`src/rtl/pipelined_barrel_shifter.sv`:
```
// pipelined_barrel_shifter
//   Pipelined W = 2**N bit shifter: rotate left/right, logical left,
//   arithmetic right. One stage per amt bit, each stage registered, with a
//   bubble-collapsing valid/ready handshake on both sides.
//   Optional build macro PBS_ZERO_FLAG_EN adds a registered 'zero' output.

// One pipeline stage: moves data by 2**K when amt bit K is set.
module pbs_stage #(
  parameter int N = 3,
  parameter int W = 8,
  parameter int K = 0
) (
  input  logic         clk,
  input  logic         reset_n,
  input  logic         ld,        // downstream can take this stage's contents
  input  logic         in_vld,
  input  logic [W-1:0] in_data,
  input  logic [N-1:0] in_amt,
  input  logic [1:0]   in_mode,
  output logic         vld_q,
  output logic [W-1:0] data_q,
  output logic [N-1:0] amt_q,
  output logic [1:0]   mode_q,
  output logic [W-1:0] mv_data    // moved data before the register
);
  localparam int D = 2**K;

  logic         vld_d;
  logic [W-1:0] data_d;
  logic [N-1:0] amt_d;
  logic [1:0]   mode_d;

  // Fixed-distance move selected by mode; asr keeps the MSB so chained
  // stages produce a correct sign fill.
  always_comb begin
    mv_data = in_data;
    if (in_amt[K]) begin
      case (in_mode)
        2'b00:   mv_data = (in_data << D) | (in_data >> (W - D));
        2'b01:   mv_data = (in_data >> D) | (in_data << (W - D));
        2'b10:   mv_data = in_data << D;
        default: mv_data = $signed(in_data) >>> D;
      endcase
    end
  end

  // Load on ready; payload only moves with a valid so bubbles keep data.
  always_comb begin
    vld_d  = vld_q;
    data_d = data_q;
    amt_d  = amt_q;
    mode_d = mode_q;
    if (ld) begin
      vld_d = in_vld;
      if (in_vld) begin
        data_d = mv_data;
        amt_d  = in_amt;
        mode_d = in_mode;
      end
    end
  end

  // Stage registers, cleared on reset.
  always_ff @(posedge clk or negedge reset_n) begin
    if (!reset_n) begin
      vld_q  <= 1'b0;
      data_q <= '0;
      amt_q  <= '0;
      mode_q <= '0;
    end else begin
      vld_q  <= vld_d;
      data_q <= data_d;
      amt_q  <= amt_d;
      mode_q <= mode_d;
    end
  end
endmodule

module pipelined_barrel_shifter #(
  parameter int N = 3
) (
  input  logic            clk,
  input  logic            reset_n,
  input  logic            in_valid,
  output logic            in_ready,
  input  logic [2**N-1:0] a,
  input  logic [N-1:0]    amt,
  input  logic [1:0]      mode,
  output logic            out_valid,
  input  logic            out_ready,
  output logic [2**N-1:0] y
`ifdef PBS_ZERO_FLAG_EN
  ,
  output logic            zero
`endif
);
  localparam int W = 2**N;

  logic [N-1:0]          rdy;
  logic [N-1:0]          vin;
  logic [N-1:0][W-1:0]   din;
  logic [N-1:0][N-1:0]   ain;
  logic [N-1:0][1:0]     min;
  logic [N-1:0]          vld_q;
  logic [N-1:0][W-1:0]   data_q;
  logic [N-1:0][N-1:0]   amt_q;
  logic [N-1:0][1:0]     mode_q;
  logic [N-1:0][W-1:0]   mv;

  for (genvar k = 0; k < N; k++) begin : g_stg
    // Stage k is ready when it or any stage downstream has a hole, or the
    // consumer takes the result (the r[] chain unrolled).
    assign rdy[k] = out_ready | ~(&vld_q[N-1:k]);

    if (k == 0) begin : g_head
      assign vin[k] = in_valid;
      assign din[k] = a;
      assign ain[k] = amt;
      assign min[k] = mode;
    end else begin : g_link
      assign vin[k] = vld_q[k-1];
      assign din[k] = data_q[k-1];
      assign ain[k] = amt_q[k-1];
      assign min[k] = mode_q[k-1];
    end

    pbs_stage #(.N(N), .W(W), .K(k)) u_stg (
      .clk     (clk),
      .reset_n (reset_n),
      .ld      (rdy[k]),
      .in_vld  (vin[k]),
      .in_data (din[k]),
      .in_amt  (ain[k]),
      .in_mode (min[k]),
      .vld_q   (vld_q[k]),
      .data_q  (data_q[k]),
      .amt_q   (amt_q[k]),
      .mode_q  (mode_q[k]),
      .mv_data (mv[k])
    );
  end

  assign in_ready  = rdy[0];
  assign out_valid = vld_q[N-1];
  assign y         = data_q[N-1];

  // The final stage's amt/mode copies and the intermediate moves have no
  // consumer; fold them here so they are visibly intentional.
  logic unused_tail;
  assign unused_tail = ^{amt_q[N-1], mode_q[N-1], mv};

`ifdef PBS_ZERO_FLAG_EN
  logic zero_d, zero_q;

  // Zero test taken on the final move so it registers alongside y.
  always_comb begin
    zero_d = zero_q;
    if (rdy[N-1] && vin[N-1]) zero_d = ~|mv[N-1];
  end

  // Zero flag register; reset matches y == 0.
  always_ff @(posedge clk or negedge reset_n) begin
    if (!reset_n) zero_q <= 1'b1;
    else          zero_q <= zero_d;
  end

  assign zero = zero_q;
`endif
endmodule

```
`config.mk`:
```
export PLATFORM = sky130hd
export DESIGN_NAME = pipelined_barrel_shifter
export DESIGN_NICKNAME = d
export VERILOG_FILES = /design/src/rtl/pipelined_barrel_shifter.sv
export SDC_FILE = /design/constraint.sdc
export NUM_CORES = 1
export LEC_CHECK = 0
export CAP_MARGIN = 20
export CELL_PAD_IN_SITES_DETAIL_PLACEMENT = 2
export CELL_PAD_IN_SITES_GLOBAL_PLACEMENT = 2
export CORE_MARGIN = 10
export CORE_UTILIZATION = 37
export CTS_BUF_LIST = sky130_fd_sc_hd__clkbuf_16
export DETAILED_ROUTE_END_ITERATION = 8
export PLACE_DENSITY = 0.79
export SLEW_MARGIN = 20
export SYNTH_ARGS = -nofsm -noshare
export SYNTH_HDL_FRONTEND = slang
export SYNTH_SLANG_ARGS = --single-unit
```
`constraint.sdc`:
```
create_clock -name clk -period 3.65 [get_ports clk]
set_input_delay 0.5475 -clock clk [delete_from_list [all_inputs] [get_ports clk]]
set_output_delay 0.5475 -clock clk [all_outputs]
set_load 0.02 [all_outputs]
```
# Yosys cells after proc, flatten, opt, wreduce, memory -nomap -nowiden

Index checks and enable logic that the tools add are counted.

$add $sub $neg: 0
Multiply operators: 0
Div/mod/pow operators: 0
$lt $le $gt $ge: 0
Equal/unequal tests: 6
Shifts and indexed selects: 0
Mux-type cells: 6
Bitwise logic cells: 11
Reductions and logical operators: 9

Operators by type and width:

| kind                                                             | count |
|---|---|
| 8-bit one-hot mux with 3 select lines                            | 2 |
| 8-bit two-way mux                                                | 3 |
| 8-bit one-hot mux with 2 select lines                            | 1 |
| 6-bit by 8-bit OR with 8-bit output                              | 1 |
| 7-bit by 8-bit OR with 8-bit output                              | 1 |
| 8-bit by 1-bit OR with 8-bit output                              | 1 |
| 8-bit by 2-bit OR with 8-bit output                              | 1 |
| 8-bit by 4-bit OR with 8-bit output                              | 1 |
| 2-bit AND reduction                                              | 4 |
| 2-bit by 1-bit == test with 1-bit output (second input constant) | 3 |
| 2-bit == test (second input constant)                            | 3 |
| 2-bit logical NOT                                                | 3 |
| 1-bit inverter                                                   | 3 |
| 1-bit OR                                                         | 3 |
| 3-bit AND reduction                                              | 1 |
| 2-bit OR reduction                                               | 1 |

Flip-flop bits (word level): 37
Bits in latches: 0
RAM bits: 0
Bits in read-only memories: 0
Input port bits: 17
Output and inout port bits: 10
Logic and storage cells: 42
Memories: 0

# Depth between registers and ports, before layout

Depth in word-level cells: 4
Mapped depth: 5
Depth with buffers taken out: 3

# Modules after synthesis

A second synthesis with hierarchy kept.

Cells, all modules: 195
Area total of the unflattened synthesis: 2183.3 sq um

By module, submodules not included:

| module                      | times used | cells an instance | area each (sq um) | sequential area each (sq um) |
|---|---|---|---|---|
| pbs_stage at g_stg[1].u_stg | 1          | 66                | 744.5             | 350.3 |
| pbs_stage at g_stg[0].u_stg | 1          | 64                | 720.7             | 350.3 |
| pbs_stage at g_stg[2].u_stg | 1          | 62                | 695.7             | 350.3 |
| pipelined_barrel_shifter    | 1          | 3                 | 22.5              | 0.0 |

# Least setup slack after synthesis

Ideal clock, no wire load.

Path kind: input to register
Start point: input out_ready
End point: register g_stg[0].u_stg.mode_q[1]
Setup time: 128 ps
Arrival time: 1494 ps
Data required time: 3522 ps
Slack: 2028 ps
Cell stages on the path: 4
Path buffers: 1
Cell sequence: nand4b_2 > nand2_2 > buf_6 > mux2_1

Cells in the longest elaborated chain, start to end: 2

Ends and longest elaborated chain:

| item                          | RTL line | text |
|---|---|---|
| start, declared               | 90       | `input logic out_ready,` |
| 1-bit OR                      | 113      | `assign rdy[k] = out_ready \| ~(&vld_q[N-1:k]);` |
| 2-bit AND reduction (no line) | -        |  |
| end signal, assigned          | 74       | `mode_q <= mode_d;` |
| end, declared                 | 23       | `output logic [1:0] mode_q,` |

No other way between the ends.
A chain may end at the register's enable or synchronous reset.

# Worst setup path in the final report

Start point: input out_ready
End point: output in_ready

Cells in the longest elaborated chain, start to end: 1

Ends and longest elaborated chain:

| item          | RTL line | text |
|---|---|---|
| 1-bit OR      | 113      |  |
| end, declared | 85       | `output logic in_ready,` |

No other way between the ends.

==> metrics.txt <==
status finished clean; R2R Path End g_stg[1].u_stg.data_q[2]$_DFFE_PN0P_; worst clock skew 0.003150 ns; Synth top cells by count dfrtp_1 (34), a21oi_1 (21), nor2_1 (13); CTS tree built; 1st-pass router iterations 4; max frequency 414.3 MHz; footprint of the multi-input gates 900.9 um^2; Synth Register Bits 34; RSZ-0062 raised after global routing false; hold crit path type flip-flop to flip-flop; Final ANT Viol Nets 0; Max-cap violations 0; Hold Buf Count CTS 0; Cell variety after synth 34; Setup CP Type input port to output port; Synth Instances 175; vias 1,393; # diodes 0; vias per inst 5.378; grt ovf 0; I/O Buffers 26; final setup TNS 0 ns; first-pass GRT wire length 8.673 mm; nets 208; VDD IR max 0.2133 mV; fin. max-slew vios 0; Synth Flop Type dfrtp_1; ys async rst share 100.0%; Setup crit start kind input port; Setup crit end in_ready; Synth top area share 45.27%; die width 91.27 um; row count 25; Critical R2R Launch g_stg[1].u_stg.vld_q$_DFFE_PN0P_; critical path endpoint category output port; clk root buf clkbuf_16; final setup fails 0; Final Hold Fails 0; setup slack, reg-to-reg 1.93 ns; total CTS buffers 5; Syn Nets 192; slew at the pin with the worst max-slew slack 0.5578 ns; Worst EP arrival 1.87 ns; final WL 4.903 mm; CTS clk-pin slew, worst paths 0.05 ns; Final min period 2.413 ns; CORE AREA 4817 um^2; worst-skew pair later-pin latency 0.28 ns; final instance area 2248 um^2; initial antenna violation count 0; fraction of layout cells with a size suffix above 1 9.896%; area leader, netlist dfrtp_1; DP Area 2111 um^2; GP Congestion 0.7189; hpwl dp 3.602 mm; io pins 27; clk sinks 34; Die Span Y 91.27 um; initial DRC count 39; worst slack, placed 1.238 ns; period utilization 66.12%; initial core utilization 39.01%; area delta synth->final 19.64%; Slew HR 62.82%; worst r2r path cells 3; power density over the cells 627.7 nW/um^2; Critical path origin out_ready; # fillers 521; H-tree depth 2; number of global-route vias before repair 1,602; DRC Markers 0; sequential area share after synthesis 45.27%; cts repair resizes 0; Routed WL per cell 18.93 um; leakage 0.9288 nW; Worst EP required 3.10 ns; CTS Buffer Depth 2; Post-Syn Area 1879 um^2; top cells by area, synth dfrtp_1 (45%), mux2i_1 (6.4%), a21oi_1 (5.6%), mux2_1 (5.4%), mux2_4 (4.8%); Synth Area per Inst 10.74 um^2; largest net degree at the start of global routing 35; die footprint 8330 um^2; Synth Warn # 0; number of synthesized flops with an enable pin 0; most common cell in the netlist dfrtp_1; register area 850.8 um^2; setup ws final 1.237 ns; # Post-CTS Setup Buffers 0; highest fanout seen on the critical path 4; Overall Global Routing Usage 12.71%
-- logic make-up (layout without fill, tap and decap cells) --
group                  after synthesis  after routing  synth area share [%]
AOI/OAI and AO/OA                   52             52                 17.98
and+or+nand+nor                     40             40                 12.18
DFF                                 34             34                 45.27
muxes                               29             29                 17.78
buffers and inverters               20             37                 6.791
-- registers in the layout (all words and copies together), names as in the netlist --
name and count:
g_stg.u_stg.amt_q 3, g_stg.u_stg.data_q 24, g_stg.u_stg.mode_q 4, g_stg.u_stg.vld_q 3
-- through the flow --
step           utilization (%)  power [mW]  instances  hold slack, ns
6_report                 46.68       1.411        259          0.4904
5_1_grt                  46.68       1.512        259          0.5250
4_1_cts                  46.68       1.431        259          0.4950
3_5_place_dp             43.82       1.021        251          0.4833
3_3_place_gp             43.82       1.000        251          0.4759
2_1_floorplan                -      0.8918        175          0.2519
-- critical path, cell delays in order --
cell,delay [ns]
clkdlybuf4s50_1,0.50
nand4b_2,0.18
clkdlybuf4s50_1,0.64
-- final cells by class --
type	count	area share (%)
Tap cell	67	3.728
Clock inverter	3	0.5565
Clock buffer	5	5.565
Inverter	2	0.3339
Sequential cell	34	37.84
Timing Repair Buffer	27	11.91
Multi-Input combinational cell	121	40.07
-- layer usage --
layer,share of wire [%],global-route usage (%)
met1,45,14.97
met2,51,21.90
met3,3.3,3.457
met4,1.2,3.916
met5,0,0
-- cells in the final DEF (no fill, tap or decap), types with 5 or more instances in the layout --
cell and count:
a31oi_1 6, clkbuf_16 5, dfrtp_1 34, nand2b_1 7, mux2_1 9, mux2_4 6
clkdlybuf4s50_1 26, a21oi_1 21, o211ai_1 6, nor2_1 13, o2bb2ai_1 6, mux2i_1 12
-- worst min path at each step --
stage | startpoint | to | slack [ns] | cells past startpoint
after detailed placement | g_stg[2].u_stg.data_q[6]$_DFFE_PN0P_ | g_stg[2].u_stg.data_q[6]$_DFFE_PN0P_ | 0.48 | 1
final | g_stg[2].u_stg.data_q[6]$_DFFE_PN0P_ | g_stg[2].u_stg.data_q[6]$_DFFE_PN0P_ | 0.49 | 1
after CTS | g_stg[2].u_stg.data_q[6]$_DFFE_PN0P_ | g_stg[2].u_stg.data_q[6]$_DFFE_PN0P_ | 0.50 | 1
after global placement | g_stg[2].u_stg.data_q[6]$_DFFE_PN0P_ | g_stg[2].u_stg.data_q[6]$_DFFE_PN0P_ | 0.48 | 1
after floorplan | reset_n | g_stg[0].u_stg.amt_q[1]$_DFFE_PN0P_ | 0.25 | 0
after global routing | g_stg[0].u_stg.amt_q[2]$_DFFE_PN0P_ | g_stg[0].u_stg.amt_q[2]$_DFFE_PN0P_ | 0.53 | 1
-- power by group --
part | leakage (nW) | switching (mW) | internal, mW | total (mW)
clock network | 0.0724 | 0.147 | 0.246 | 0.393
registers | 0.389 | 0.120 | 0.479 | 0.599
logic | 0.468 | 0.197 | 0.223 | 0.420
total | 0.929 | 0.463 | 0.948 | 1.41
(Power assumes the default switching activity.)
